`src/rtl/uart_hex_parser.sv`:
```
// ASCII hex line parser on the uart RX handshake.
// Accumulates up to DIGITS hex digits and publishes them when a CR or LF arrives.
module uart_hex_parser #(
   parameter  int DIGITS = 4,
   localparam int W      = 4 * DIGITS,
   localparam int CW     = $clog2(DIGITS + 1)
) (
   input  logic          clk,
   input  logic          rst,
   input  logic          uart_rx_ready,
   input  logic [7:0]    uart_rx_byte,
   output logic          uart_rx_read,
   output logic [W-1:0]  value,
   output logic          value_valid,
   output logic          parse_error,
   output logic [CW-1:0] digit_count
);

   typedef enum logic {WAIT_BYTE, ACK} state_e;

   localparam logic [CW-1:0] CNT_MAX = CW'(DIGITS);

   state_e        state_q, state_d;
   logic [W-1:0]  acc_q, acc_d;
   logic [W-1:0]  value_q, value_d;
   logic [CW-1:0] cnt_q, cnt_d;
   logic          ovf_q, ovf_d;
   logic          valid_q, valid_d;
   logic          err_q, err_d;

   logic       is_dec, is_alpha, is_hex, is_term;
   logic [3:0] nib;

   assign is_dec   = (uart_rx_byte >= 8'h30) && (uart_rx_byte <= 8'h39);
   assign is_alpha = ((uart_rx_byte >= 8'h41) && (uart_rx_byte <= 8'h46)) ||
                     ((uart_rx_byte >= 8'h61) && (uart_rx_byte <= 8'h66));
   assign is_hex   = is_dec || is_alpha;
   assign is_term  = (uart_rx_byte == 8'h0D) || (uart_rx_byte == 8'h0A);
   // 'A'/'a' have low nibble 1, so +9 maps the letters onto 10..15
   assign nib      = uart_rx_byte[3:0] + (is_alpha ? 4'd9 : 4'd0);

   always_comb begin
      state_d = state_q;
      acc_d   = acc_q;
      cnt_d   = cnt_q;
      ovf_d   = ovf_q;
      value_d = value_q;
      valid_d = 1'b0;
      err_d   = 1'b0;
      unique case (state_q)
         WAIT_BYTE: begin
            if (uart_rx_ready) begin
               state_d = ACK;
               unique case (1'b1)
                  is_hex: begin
                     if (cnt_q < CNT_MAX) begin
                        acc_d = W'({acc_q, nib});
                        cnt_d = cnt_q + 1'b1;
                     end else begin
                        ovf_d = 1'b1;
                     end
                  end
                  is_term: begin
                     if (ovf_q) begin
                        err_d = 1'b1;
                     end else if (cnt_q != '0) begin
                        value_d = acc_q;
                        valid_d = 1'b1;
                     end
                     acc_d = '0;
                     cnt_d = '0;
                     ovf_d = 1'b0;
                  end
                  default: begin
                     err_d = 1'b1;
                     acc_d = '0;
                     cnt_d = '0;
                     ovf_d = 1'b0;
                  end
               endcase
            end
         end
         ACK: begin
            if (!uart_rx_ready) state_d = WAIT_BYTE;
         end
         default: state_d = WAIT_BYTE;
      endcase
   end

   always_ff @(posedge clk) begin
      if (rst) begin
         state_q <= WAIT_BYTE;
         acc_q   <= '0;
         value_q <= '0;
         cnt_q   <= '0;
         ovf_q   <= 1'b0;
         valid_q <= 1'b0;
         err_q   <= 1'b0;
      end else begin
         state_q <= state_d;
         acc_q   <= acc_d;
         value_q <= value_d;
         cnt_q   <= cnt_d;
         ovf_q   <= ovf_d;
         valid_q <= valid_d;
         err_q   <= err_d;
      end
   end

   assign uart_rx_read = (state_q == ACK);
   assign value        = value_q;
   assign value_valid  = valid_q;
   assign parse_error  = err_q;
   assign digit_count  = cnt_q;

endmodule
```
`config.mk`:
```
export PLATFORM = sky130hd
export DESIGN_NAME = uart_hex_parser
export DESIGN_NICKNAME = d
export VERILOG_FILES = /design/src/rtl/uart_hex_parser.sv
export SDC_FILE = /design/constraint.sdc
export NUM_CORES = 1
export LEC_CHECK = 0
export BUFFER_PORTS_ARGS = -buffer_cell sky130_fd_sc_hd__buf_2
export CELL_PAD_IN_SITES_DETAIL_PLACEMENT = 1
export CELL_PAD_IN_SITES_GLOBAL_PLACEMENT = 1
export CORE_ASPECT_RATIO = 0.8
export CORE_MARGIN = 2
export CORE_UTILIZATION = 41
export CTS_CLUSTER_DIAMETER = 120
export DETAILED_ROUTE_END_ITERATION = 12
export PLACE_DENSITY = 0.79
export SLEW_MARGIN = 20
export SYNTH_ARGS = -nofsm -noshare
export SYNTH_HDL_FRONTEND = slang
export SYNTH_SLANG_ARGS = --single-unit
```
`constraint.sdc`:
```
create_clock -name clk -period 2.5 [get_ports clk]
set_input_delay 0.5 -clock clk [delete_from_list [all_inputs] [get_ports clk]]
set_output_delay 0.5 -clock clk [all_outputs]
set_load 0.1 [all_outputs]
```
* After elaboration in Yosys (flattened, before gate mapping)
Index checks and enable logic that the tools add are counted.
Storage, ports and cells: output and inout bits 22, bits of input ports 11, bits in writable memories 0, flip-flop bits (word level) 39, memories 0, latch bits 0, bits in read-only memories 0
Operators by class: multipliers 0, shift-type cells 0, order comparisons 7, reductions and logical operators 12, muxes and demuxes 11, bitwise logic cells 4, div/mod/pow operators 0, add/sub/neg operators 2, eq/ne operators 4
Operator list (count):
- $mux W16 | 2
- $eq A8 B4 Y1 const B | 2
- $ge A8 B7 Y1 const B | 2
- $le A8 B7 Y1 const B | 2
- $ge A8 B6 Y1 const B | 1
- $le A8 B6 Y1 const B | 1
- $mux W3 | 2
- $reduce_and A3 Y1 | 2
- $mux W1 | 5
- $reduce_and A5 Y1 | 1
- $reduce_or A5 Y1 | 1
- $add A4 B4 Y4 | 1
- $mux W4 | 1
- $not A1 Y1 | 4
- $add A3 B1 Y3 const B | 1
- $logic_and A1 B1 Y1 | 3
- $logic_or A1 B1 Y1 | 3
- $lt A3 B3 Y1 const B | 1
- $reduce_bool A3 Y1 | 1
- $reduce_or A3 Y1 | 1
- $ne A2 B1 Y1 const B | 1
- $ne A2 B2 Y1 const B | 1
- $pmux W1 S2 | 1

* Logic depth before layout (Yosys ltp)
depth in word-level cells 7, depth in mapped cells 9, mapped depth without buffers 8

* Worst setup path before layout
Ideal clock, no wire load.
path kind input -> register, start point in uart_rx_byte[2], end point reg value_q[10], in the netlist value[10], cell stages on the path 7, arrival time 2.013 ns, required time 2.428 ns, path buffers 3, setup slack 0.415 ns, cells stage by stage buf_2 > or3b_4 > a2111oi_4 > and3_1 > buf_6 > buf_12 > mux2i_1
On the way: cells in the longest elaborated chain, start to end 3, elaborated cells between the ends (all ways) 4, those cells by class eq/ne (2); reduce/logical (2)
Ends and longest elaborated chain:
- from (decl) | line 11 | input logic [7:0] uart_rx_byte,
- $eq A8 B4 Y1 | line 38 | assign is_term = (uart_rx_byte == 8'h0D) || (uart_rx_byte == 8'h0A);
- $logic_or A1 B1 Y1 (*) | line 38
- $reduce_and A5 Y1 (no line) (*)
- to (signal assigned) | line 102 | value_q <= value_d;
- to (decl) | line 25 | logic [W-1:0] value_q, value_d;
Mark *: on every way between the ends. The rest lies on a longest branch, timed or not. A chain may end at the register's enable or synchronous reset.

* Final worst setup path
start point in uart_rx_byte[7], end point reg acc_q[2]
On the way: cells in the longest elaborated chain, start to end 7, elaborated cells between the ends (all ways) 17, those cells by class add/sub (1); order compare (6); eq/ne (1); mux (3); reduce/logical (6)
Ends and longest elaborated chain:
- $ge A8 B7 Y1 (tied with other cells) | line 35 | assign is_alpha = ((uart_rx_byte >= 8'h41) && (uart_rx_byte <= 8'h46)) ||
- $logic_and A1 B1 Y1 (on tied branches) | line 35, 36
- $logic_or A1 B1 Y1 | line 35
- $mux W4 | line 40 | assign nib = uart_rx_byte[3:0] + (is_alpha ? 4'd9 : 4'd0);
- $add A4 B4 Y4 | line 40
- $mux W16 | line 56 | if (cnt_q < CNT_MAX) begin
- $mux W16 | line 54 | unique case (1'b1)
- to (signal assigned) | line 93 | acc_q <= '0;
- to (signal assigned) | line 101 | acc_q <= acc_d;
- to (decl) | line 24 | logic [W-1:0] acc_q, acc_d;
Parallel ways exist; a longest one is shown, timed or not. The select of a mux whose other input is x is not followed.

==> impl_metrics.tcl <==
set metrics [dict create \
    status "finished, final reports clean" \
    totalWireLength_um 3480 \
    syn_inst 161 \
    synthTopCellsByCount "dfxtp_1 (39), nand2b_1 (34), a22o_1 (16), mux2i_1 (16), nor2_1 (5)" \
    die_h_um 61.5 \
    drtIter0Drc 30 \
    cp-start-kind "input port" \
    core-area_sq_mm 0.00388 \
    grt_pass1_wl_um 5770 \
    path_clk_slew_ns 0.08 \
    cp-end-kind "flop" \
    synth.most_common_cell "dfxtp_1" \
    r2r_cells 5 \
    period_needed_ns 2.22 \
    grt_pass1_vias 1326 \
    p_leak_uw 0.000807 \
    fmax_mhz 451 \
    initial_utilization 0.436 \
    first_pass_iters 4 \
    synth_edf_count 0 \
    cp_cell_sequence "buf_2 > nor4b_1 > a32oi_1 > nor2_1 > a22o_1" \
    synth_top_family_by_area "simple AND/OR/NAND/NOR gates" \
    async_flop_share 0 \
    clockBufferDepth 2 \
    relSlewSlack 0.332 \
    worst_pin_slew_ns 0.998 \
    post_cts_buffers 0 \
    ys.flop_type "dfxtp_1" \
    ys_warn_count 0 \
    synth_simple_gate_area_frac 0.226 \
    dp_hpwl_um 2530 \
    seq_area_frac_synth 0.461 \
    yosysTopAreaCell "dfxtp_1" \
    cts_root_buffer "clkbuf_8" \
    final_area_sq_mm 0.00200 \
    cts_hold_buf 0 \
    grt-ovfl-total 0 \
    wire_per_inst_um 14.0 \
    dr_total_vias 1278 \
    setup_viol 0 \
    h-tree-depth 2 \
    post_cts_resized 0 \
    ant_nets 0 \
    hold_class "reg2reg" \
    drive_gt1_frac 0.232 \
    port_buffers 32 \
    fin_nets 208 \
    synth_xor_area_frac 0.00517 \
    total_power_uw 1240 \
    dieWidth_um 75.8 \
    drc 0 \
    tns_ns 0 \
    fin_skew_ns 0.00561 \
    die-area_sq_mm 0.00466 \
    place_area_sq_mm 0.00189 \
    cts_tree "yes" \
    synth_fa_ha_area_frac 0.0296 \
    synth_compound_area_frac 0.136 \
    yosysTopAreaCellShare 0.461 \
    place.gp.congestion 0.737 \
    synthMuxAreaShare 0.0946 \
    synthesis.nets 176 \
    whs_ns 0.474 \
    viasPerCell 5.13 \
    vdd_drop_max_uv 371 \
    synth.ff_latch_count 39 \
    hold_path_depth 2 \
    cp_data_required_time_ns 2.72 \
    diodes 0 \
    synth_area_per_cell_sq_um 10.5 \
    critPathArrivalTime_ns 2.44 \
    synth_cell_type_count 36 \
    slew_violations 0 \
    grt_usage 0.164 \
    rsz0062_at_grt "false" \
    synth_area_sq_mm 0.00169 \
    finalCritPeriodShare 0.887 \
    drv_cap 0 \
    clk_latency_ns 0.29 \
    cts-buffers-inserted 5 \
    grt_max_degree 41 \
    rows 20 \
    slowest_stage "nor2_1" \
    clock-sinks 39 \
    critical_path.max_fanout 16 \
    ios 33 \
    area.growth.synth_to_final_pct 18.2 \
    critPathKind "in2reg" \
    max_stage_delay_ns 0.83 \
    antenna_found_initial 0 \
    synth.area.top_cells "dfxtp_1 (46%), nand2b_1 (13%), mux2i_1 (9.5%), a22o_1 (8.3%), ha_1 (3.0%)" \
    hold_viol 0 \
    power.density_mw_per_mm2 619 \
]
## stage by stage
step	utilization	setup slack (ns)	instances
floorplan	-	0.415	161
global placement	0.487	0.126	241
detailed placement	0.487	0.0125	241
CTS	0.516	0.319	249
global route	0.516	0.129	249
finish	0.516	0.283	249
## kinds of logic after synthesis
group,count (synthesis)
AOI/OAI and AO/OA,27
xor gates and xnor gates,1
muxes,16
adders and majority gates,4
buffers and inverters,13
DFF,39
and+or+nand+nor,61
## report_power, final
part           internal, uW  leakage (uW)  total (uW)  switching (uW)
logic                  30.1      0.000434        89.9            59.8
clock network           297     0.0000581         521             223
registers               624      0.000315         628            3.23
total                   952      0.000807        1240             287
## layout by cell type, fill, tap and decap left out, drive strengths merged, types with 2 or more instances in the layout
cell type / instances
o21ai: 3
nand2b: 34
mux2i: 16
nor3: 2
a22o: 16
ha: 4
nor2b: 2
nor3b: 2
dfxtp: 39
nor2: 5
nand3: 4
a21oi: 3
nand3b: 2
a2111oi: 2
buf: 35
inv: 3
clkbuf: 5
clkinv: 2
## area by class of cell
class,instances,area (sq um)
multi-input combinational,109,832
clock inverter,3,43.8
inverter,3,11.3
sequential,39,781
timing repair buffer,35,195
fill,447,1880
clock buffer,5,68.8
tap,55,68.8
## state kept, by name, indices dropped and copies added, names as in the netlist
signal	flops
acc_q	16
value	16
digit_count	3
ovf_q	1
parse_error	1
uart_rx_read	1
value_valid	1
## metal layers
layer	part of all wire	up-vias	GRT usage	routed length [um]
met4	0.0069	0	0.0476	24
met3	0.033	4	0.0442	114
met2	0.50	20	0.287	1740
met5	0	-	0	0
met1	0.46	618	0.200	1610
li1	-	636	-	-
## critical path: cells and delay by family
| family | cells | cell delay [ns] |
|---|---|---|
| compound gates | 2 | 0.52 |
| buf+inv | 1 | 0.13 |
| simple gates | 2 | 1.29 |
## final timing paths
check                                     start        to  slack (ns)
worst min-delay path                   value[5]  value[5]        0.47
worst max-delay path            uart_rx_byte[7]  acc_q[2]        0.28
worst min register to register         value[5]  value[5]        0.47
worst max register to register            ovf_q  value[1]        0.59
Power figures use the tool's default switching activity.
